### config.mk
export PLATFORM = sky130hd
export DESIGN_NAME = aes_hmac_out_collector
export DESIGN_NICKNAME = d
export VERILOG_FILES = /design/src/rtl/aes_hmac_out_collector_pkg.sv /design/src/rtl/aes_hmac_out_collector_byte_packer.sv /design/src/rtl/aes_hmac_out_collector.sv
export SDC_FILE = /design/constraint.sdc
export NUM_CORES = 1
export LEC_CHECK = 0
export BUFFER_PORTS_ARGS = -buffer_cell sky130_fd_sc_hd__buf_2
export CORE_AREA = 4 4 253 255
export CTS_BUF_LIST = sky130_fd_sc_hd__clkbuf_8 sky130_fd_sc_hd__clkbuf_16
export DETAILED_ROUTE_END_ITERATION = 7
export DIE_AREA = 0 0 257 259
export GPL_TIMING_DRIVEN = 0
export PLACE_DENSITY = 0.69
export SLEW_MARGIN = 10
export SYNTH_ARGS = -nofsm -noshare
export SYNTH_HDL_FRONTEND = slang
export SYNTH_SLANG_ARGS = --single-unit
### constraint.sdc
create_clock -name clk -period 3 [get_ports clk]
set_input_delay 0.3 -clock clk [delete_from_list [all_inputs] [get_ports clk]]
set_output_delay 0.3 -clock clk [all_outputs]
set_load 0.01 [all_outputs]
### src/rtl/aes_hmac_out_collector_pkg.sv
// Shared types and defaults for the AES/HMAC output collector.
// Holds the frame FSM state enum, size defaults and the byte-lane insert helper.
package aes_hmac_out_collector_pkg;

  localparam int CIPHER_BYTES_D = 16;
  localparam int TAG_BYTES_D    = 32;
  localparam int MAX_GAP_D      = 4;

  typedef enum logic [2:0] {
    S_IDLE,
    S_CIPHER,
    S_GAP,
    S_TAG,
    S_DONE,
    S_ERR
  } state_t;

  function automatic logic [7:0] lane_next(
    input logic [7:0]  cur,
    input logic [7:0]  din,
    input logic        we,
    input logic [7:0]  idx,
    input int unsigned lane
  );
    return (we && idx == lane[7:0]) ? din : cur;
  endfunction

endpackage

### src/rtl/aes_hmac_out_collector_byte_packer.sv
// Little-endian byte packer: writes din into byte lane idx when we is high.
// Ports: clk, rst_n, we, idx, din in; data out (WIDTH bits, held between writes).
module byte_packer
  import aes_hmac_out_collector_pkg::*;
#(
  parameter int WIDTH = 128,
  localparam int NB   = WIDTH / 8,
  localparam int IW   = $clog2(NB)
) (
  input  logic             clk,
  input  logic             rst_n,
  input  logic             we,
  input  logic [IW-1:0]    idx,
  input  logic [7:0]       din,
  output logic [WIDTH-1:0] data
);

  always_ff @(posedge clk or negedge rst_n) begin
    if (!rst_n) begin
      data <= '0;
    end else begin
      for (int k = 0; k < NB; k++) begin
        data[8*k +: 8] <= lane_next(data[8*k +: 8], din, we,
                                    8'(idx), unsigned'(k));
      end
    end
  end

endmodule

### src/rtl/aes_hmac_out_collector.sv
// Collects a cipher burst and HMAC tag burst, checks tag against exp_r.
// Ports: clk, rst_n, i_data/i_valid stream, i_exp_tag/i_exp_load, i_ack; o_cipher, o_tag, o_done, o_match, o_err.
module aes_hmac_out_collector
  import aes_hmac_out_collector_pkg::*;
#(
  parameter int CIPHER_BYTES = CIPHER_BYTES_D,
  parameter int TAG_BYTES    = TAG_BYTES_D,
  parameter int MAX_GAP      = MAX_GAP_D
) (
  input  logic                      clk,
  input  logic                      rst_n,
  input  logic [7:0]                i_data,
  input  logic                      i_valid,
  input  logic [TAG_BYTES*8-1:0]    i_exp_tag,
  input  logic                      i_exp_load,
  input  logic                      i_ack,
  output logic [CIPHER_BYTES*8-1:0] o_cipher,
  output logic [TAG_BYTES*8-1:0]    o_tag,
  output logic                      o_done,
  output logic                      o_match,
  output logic                      o_err
);

  localparam int CW  = $clog2(TAG_BYTES);
  localparam int CIW = $clog2(CIPHER_BYTES);
  localparam int GW  = $clog2(MAX_GAP + 1);
  localparam int TW  = TAG_BYTES * 8;

  localparam logic [CW-1:0] C_LAST = CW'(CIPHER_BYTES - 1);
  localparam logic [CW-1:0] T_LAST = CW'(TAG_BYTES - 1);
  localparam logic [GW-1:0] G_LAST = GW'(MAX_GAP - 1);

  state_t        state;
  logic [CW-1:0] cnt;
  logic [GW-1:0] gap_cnt;
  logic [TW-1:0] exp_r;

  logic           c_we;
  logic           t_we;
  logic [CIW-1:0] c_idx;
  logic [CW-1:0]  t_idx;
  logic           match_now;

  // First byte of each burst is accepted in the state before the burst.
  assign c_we  = i_valid && (state == S_IDLE || state == S_CIPHER);
  assign t_we  = i_valid && (state == S_GAP || state == S_TAG);
  assign c_idx = (state == S_IDLE) ? '0 : cnt[CIW-1:0];
  assign t_idx = (state == S_GAP) ? '0 : cnt;

  // Last tag byte is still on i_data, not yet in the packer.
  assign match_now = ({i_data, o_tag[TW-9:0]} == exp_r);

  byte_packer #(.WIDTH(CIPHER_BYTES*8)) u_cipher (
    .clk   (clk),
    .rst_n (rst_n),
    .we    (c_we),
    .idx   (c_idx),
    .din   (i_data),
    .data  (o_cipher)
  );

  byte_packer #(.WIDTH(TW)) u_tag (
    .clk   (clk),
    .rst_n (rst_n),
    .we    (t_we),
    .idx   (t_idx),
    .din   (i_data),
    .data  (o_tag)
  );

  always_ff @(posedge clk or negedge rst_n) begin
    if (!rst_n) begin
      exp_r <= '0;
    end else if (i_exp_load) begin
      exp_r <= i_exp_tag;
    end
  end

  always_ff @(posedge clk or negedge rst_n) begin
    if (!rst_n) begin
      state   <= S_IDLE;
      cnt     <= '0;
      gap_cnt <= '0;
      o_done  <= 1'b0;
      o_match <= 1'b0;
      o_err   <= 1'b0;
    end else begin
      unique case (state)
        S_IDLE: begin
          if (i_valid) begin
            cnt   <= CW'(1);
            state <= S_CIPHER;
          end
        end
        S_CIPHER: begin
          if (!i_valid) begin
            o_err <= 1'b1;
            state <= S_ERR;
          end else if (cnt == C_LAST) begin
            gap_cnt <= '0;
            state   <= S_GAP;
          end else begin
            cnt <= cnt + 1'b1;
          end
        end
        S_GAP: begin
          if (i_valid) begin
            cnt   <= CW'(1);
            state <= S_TAG;
          end else if (gap_cnt == G_LAST) begin
            o_err <= 1'b1;
            state <= S_ERR;
          end else begin
            gap_cnt <= gap_cnt + 1'b1;
          end
        end
        S_TAG: begin
          if (!i_valid) begin
            o_err <= 1'b1;
            state <= S_ERR;
          end else if (cnt == T_LAST) begin
            o_done  <= 1'b1;
            o_match <= match_now;
            state   <= S_DONE;
          end else begin
            cnt <= cnt + 1'b1;
          end
        end
        S_DONE: begin
          if (i_ack) begin
            o_done  <= 1'b0;
            o_match <= 1'b0;
            state   <= S_IDLE;
          end
        end
        S_ERR: begin
          if (i_ack) begin
            o_err <= 1'b0;
            state <= S_IDLE;
          end
        end
        default: state <= S_IDLE;
      endcase
    end
  end

endmodule
==> Word-level counts from Yosys, hierarchy flattened <==
Index checks and enable logic that the tools add are counted.
{ "word_totals": {"regBits": 654, "input_bits": 269, "output_inout_bits": 387, "wordCells": 230} }
{ "op_classes": {"n_addsub": 2, "n_eq_ne": 73, "mux": 33, "n_reduce_logical": 67} }
{ "ops": {"columns": ["op", "count"], "rows": [
  ["== test 256 bit", 1],
  ["== test 5 bit (second input constant)", 17],
  ["logical AND 1 bit", 50],
  ["== test 5 x 4 -> 1 bit (second input constant)", 9],
  ["2-to-1 mux 3 bit", 12],
  ["== test 4 bit (second input constant)", 8],
  ["2-to-1 mux 5 bit", 6],
  ["== test 5 x 3 -> 1 bit (second input constant)", 4],
  ["inequality test 2 bit (second input constant)", 10],
  ["== test 4 x 3 -> 1 bit (second input constant)", 4],
  ["one-hot mux 3 bit (5 select lines)", 1],
  ["one-hot mux 5 bit (3 select lines)", 1],
  ["AND reduction 5 bit", 3],
  ["== test 5 x 2 -> 1 bit (second input constant)", 2],
  ["inequality test 2 x 1 -> 1 bit (second input constant)", 5],
  ["== test 3 x 2 -> 1 bit (second input constant)", 3],
  ["inequality test 3 x 2 -> 1 bit (second input constant)", 3],
  ["== test 4 x 2 -> 1 bit (second input constant)", 2],
  ["2-to-1 mux 1 bit", 8],
  ["== test 3 bit (second input constant)", 2],
  ["one-hot mux 3 bit (2 select lines)", 1],
  ["AND reduction 6 bit", 1],
  ["nonzero test 3 bit", 2],
  ["OR reduction 2 bit", 3],
  ["14 further kinds", 17]
]} }

==> Logic depth before layout (Yosys ltp) <==
{ "depth": {"word_depth": 4, "mapped_depth": 9, "ltp_nobuf": 9} }

==> Hierarchy <==
From an unflattened synthesis, not the netlist that was laid out.
{ "unflattened": {"hier_cells": 1875, "hier_area_um2": 27644.0} }
{ "by_module_without_submodules": {"columns": ["module", "instances", "cells_each", "area_per_inst_um2", "seq_area_each_um2"], "rows": [
  ["aes_hmac_out_collector", 1, 987, 13062.5, 6756.5],
  ["byte_packer (u_tag)", 1, 594, 9719.3, 6406.1],
  ["byte_packer (u_cipher)", 1, 294, 4862.2, 3203.1]
]} }

==> Least setup slack after synthesis <==
No wires, ideal clock.
{ "synth_timing": {"path_type": "flip-flop to flip-flop", "start": "register cnt[0]", "end": "register state[1]", "setup_time_ns": 0.135, "arrival_ns": 1.917, "required_time_ns": 2.865, "slack_ns": 0.947, "path_stages_with_launch": 8, "n_path_buf": 0, "period_less_slack_ns": 2.053, "cell_sequence": "dfrtp_1 ha_1 and3_1 ha_1 mux2_2 or3_1 a32oi_1 o22ai_1"} }
{ "synth_between": {"elab_chain_len": 3, "word_cells_on_any_way": 5, "classes_between": "eq/ne: 4; reduce/logical: 1"} }
{ "synth_rtl": {"columns": ["element", "line_no", "rtl"], "rows": [
  ["start, declared", "aes_hmac_out_collector.sv:34", "logic [CW-1:0] cnt;"],
  ["start signal, assigned", "aes_hmac_out_collector.sv:103", "cnt <= cnt + 1'b1;"],
  ["start signal, assigned", "aes_hmac_out_collector.sv:126", "cnt <= cnt + 1'b1;"],
  ["== test 5 bit / == test 5 x 4 -> 1 bit (equally long branches)", "aes_hmac_out_collector.sv:121, aes_hmac_out_collector.sv:99", null],
  ["inequality test 3 x 2 -> 1 bit (no line)", null, null],
  ["AND reduction 5 bit (no line) (*)", null, null],
  ["end signal, assigned", "aes_hmac_out_collector.sv:120", "state <= S_ERR;"],
  ["end signal, assigned", "aes_hmac_out_collector.sv:124", "state <= S_DONE;"],
  ["end signal, assigned", "aes_hmac_out_collector.sv:133", "state <= S_IDLE;"],
  ["end, declared", "aes_hmac_out_collector.sv:33", "state_t state;"]
]} }
Every way passes the cells marked *; elsewhere a longest branch is shown, timed or not.
A chain may end at the register's enable or synchronous reset.

==> Worst setup path after layout <==
{ "layout_timing": {"start": "register u_tag.data[149]", "end": "register o_match"} }
{ "layout_between": {"elab_chain_len": 4} }
{ "layout_rtl": {"columns": ["element", "line_no", "rtl"], "rows": [
  ["start, declared", "aes_hmac_out_collector_byte_packer.sv:15", "output logic [WIDTH-1:0] data"],
  ["start signal, assigned by index", "aes_hmac_out_collector_byte_packer.sv:23", "data[8*k +: 8] <= lane_next(data[8*k +: 8], din, we,"],
  ["== test 256 bit", "aes_hmac_out_collector.sv:51", "assign match_now = ({i_data, o_tag[TW-9:0]} == exp_r);"],
  ["2-to-1 mux 1 bit", "aes_hmac_out_collector.sv:121", "end else if (cnt == T_LAST) begin"],
  ["2-to-1 mux 1 bit", "aes_hmac_out_collector.sv:118", "if (!i_valid) begin"],
  ["one-hot mux 1 bit (2 select lines)", "aes_hmac_out_collector.sv:88", "unique case (state)"],
  ["end signal, assigned", "aes_hmac_out_collector.sv:123", "o_match <= match_now;"],
  ["end, declared", "aes_hmac_out_collector.sv:20", "output logic o_match,"]
]} }
No other way between the ends. The select of a mux whose other input is x is not followed.

==> flow_summary.toml <==
[final_layout]
drive_above_1_share = 0.506
nFillCells = 4801
nets = 3144
final_area_um2 = 37300
layout.cells.non_filler = 3769
seqCellArea_um2 = 16400
layout_commonest_cell = "buf_2"
final_core_util = 0.605
multiInputGateArea_um2 = 11000
area_growth_pct = 34.5
final_cell_mix = "buf_2 (661), dfrtp_1 (654), mux2_2 (638), dlygate4sd3_1 (258), xor2_1 (137)"

[timing]
max_freq_mhz = 340
finalCritPeriodShare = 0.982
min_period_ns = 2.94
worst_clock_skew_ns = 0.0223
slew_violations = 0
setup_slack_ns = 0.0553
worst_hold_slack_ns = 0.122
tightest_slew_ns = 1.48
rsz0062_at_grt = "false"
maxSlewHeadroom = 0.0138
final.setup.tns_ns = 0
hold_viol = 0
setup_viol = 0

[placement]
dpl_cell_area_um2 = 32200
dp_hpwl_um = 83300
placed_cells_incl_taps = 3376
dp_slack_ns = -0.198
port_buffers = 653
gp_congestion = 0.920

[power]
finalPower_mw = 28.1
leakage_nw = 18.3
ir_worst_vdd_mv = 0.465
power_density_nw_per_um2 = 754

[synth]
ys_seq_area_frac = 0.591
synth_cell_types = 46
synthCells = 1879
synth_nets = 2153
synthesis.area_um2 = 27700
syn_avg_cell_area_um2 = 14.7
synth_edf_count = 0
synth-seq-cells = 654
async_flop_share = 1.00
ys_warn_count = 0
yosys_most_used_dff = "dfrtp_1"

[global_route]
antenna_found_initial = 15
grt.total_usage = 0.332
grt_max_degree = 119
grt_overflow = 0
grt_pass1_vias = 21600
grt_pass1_wl_um = 157000

[floorplanning]
dieArea_um2 = 66600
die_w_um = 257
core-area_um2 = 61600
start_util = 0.450
rows = 91
dieHeight_um = 259
pin_count = 656

[worst_setup_path]
cp-end-kind = "flop"
cp_data_required_time_ns = 3.50
worstSetupStartpointType = "flop"
crit_arrival_ns = 3.44
setup.worst_path.class = "flop to flop"
path_max_fanout = 3

[cts]
clockBufferDepth = 3
clock_latency_ns = 0.60
htree_levels = 3
cts_post_setup_buffers_inserted = 0
clock_sinks = 654
cts-root-buf = "clkbuf_16"
cts_buffers = 71
cts_tree = "built"
clk_pin_slew_ns = 0.06

[drt]
vias = 20600
wl_per_cell_um = 30.0
postRouteAntennaNets = 0
vias_per_cell = 5.45
drc = 0
drtIter0Drc = 1603
routed_wl_um = 113000
first_pass_iters = 5

[hold_path]
hold_path.class = "input port to async pin"

[run_status]
status = "finished, final reports clean"

[job]
cap_violations = 0
==> worst paths after layout <==
path                       slack, ns  depth (start not counted)                    end                   startpoint
max                             0.06                          6    o_match$_DFFE_PN0P_  u_tag.data[149]$_DFFE_PN0P_
min                             0.12                          2   exp_r[2]$_DFFE_PN0P_                        rst_n
max in group asynchronous       1.07                          5  exp_r[63]$_DFFE_PN0P_                        rst_n
min in group clk                0.15                          3      o_err$_DFFE_PN0P_                      i_valid
min reg2reg                     0.49                          2    o_match$_DFFE_PN0P_          o_match$_DFFE_PN0P_
max reg2reg                     0.06                          6    o_match$_DFFE_PN0P_  u_tag.data[149]$_DFFE_PN0P_
==> power breakdown <==
group / switching (mW) / total (mW) / internal, mW / leakage [nW]
Clock: 3.67 / 9.02 / 5.35 / 1.26
Sequential: 1.41 / 11.9 / 10.5 / 8.37
Combinational: 3.81 / 7.13 / 3.32 / 8.68
==> critical path: stages, from the launching register on <==
cell and delay, ns:
dfrtp_1 0.45, xor2_1 0.18, nor4_1 0.64, nand4_1 0.39
nor4_1 0.79, nand4_1 0.15, o31ai_1 0.23
==> layer usage <==
| metal | vias up | GRT usage | part of all wire |
|---|---|---|---|
| met5 | - | 0 | 0.00040 |
| met4 | 6 | 0.161 | 0.052 |
| met3 | 259 | 0.0914 | 0.078 |
| met2 | 941 | 0.537 | 0.47 |
| met1 | 10700 | 0.417 | 0.40 |
| li1 | 8619 | - | - |
==> registers in the layout, indices dropped and copies added, names as in the netlist <==
name / count
o_done: 1
gap_cnt: 3
cnt: 5
o_match: 1
o_err: 1
u_cipher.data: 128
state: 3
u_tag.data: 256
exp_r: 256
==> cells in the mapped netlist, drive strengths merged (3+ instances only) <==
library cell / n / area (um2)
a21oi: 3 / 15.0
a32oi: 3 / 26.3
and3: 5 / 31.3
buf: 12 / 62.6
clkbuf: 73 / 274
dfrtp: 654 / 16400
ha: 5 / 62.6
inv: 5 / 18.8
mux2: 641 / 7220
nand2: 32 / 130
nand2b: 4 / 25.0
nand3: 13 / 82.6
nand4: 41 / 257
nor2: 46 / 285
nor2b: 8 / 65.1
nor3: 8 / 73.8
nor4: 43 / 269
o21ai: 7 / 42.5
xnor2: 119 / 1040
xor2: 137 / 1200
==> repair_timing <==
item | CTS | global route
setup endpoints to repair | 1 | 1
hold endpoints to repair | 473 | 0
resized for setup | 3 | 1
hold buffers | 258 | 0
==> logic make-up (layout without fill, tap and decap cells) <==
group	after synthesis	count (layout)	synth area share
compound gates	24	24	0.00614
xor+xnor	256	256	0.0810
fa+ha+maj	5	5	0.00226
buf+inv	90	1137	0.0128
flops	654	654	0.591
mux	641	641	0.261
other cells	0	6	0
simple gates	209	209	0.0462
==> area by class of cell <==
type / instances / share of cell area
Antenna cell: 6 / 0.000403
Buffer: 85 / 0.00930
Clock buffer: 88 / 0.0549
Clock inverter: 41 / 0.00977
Inverter: 5 / 0.000504
Multi-Input combinational cell: 1135 / 0.296
Sequential cell: 654 / 0.439
Tap cell: 837 / 0.0281
Timing Repair Buffer: 918 / 0.162
(Power assumes the default switching activity.)
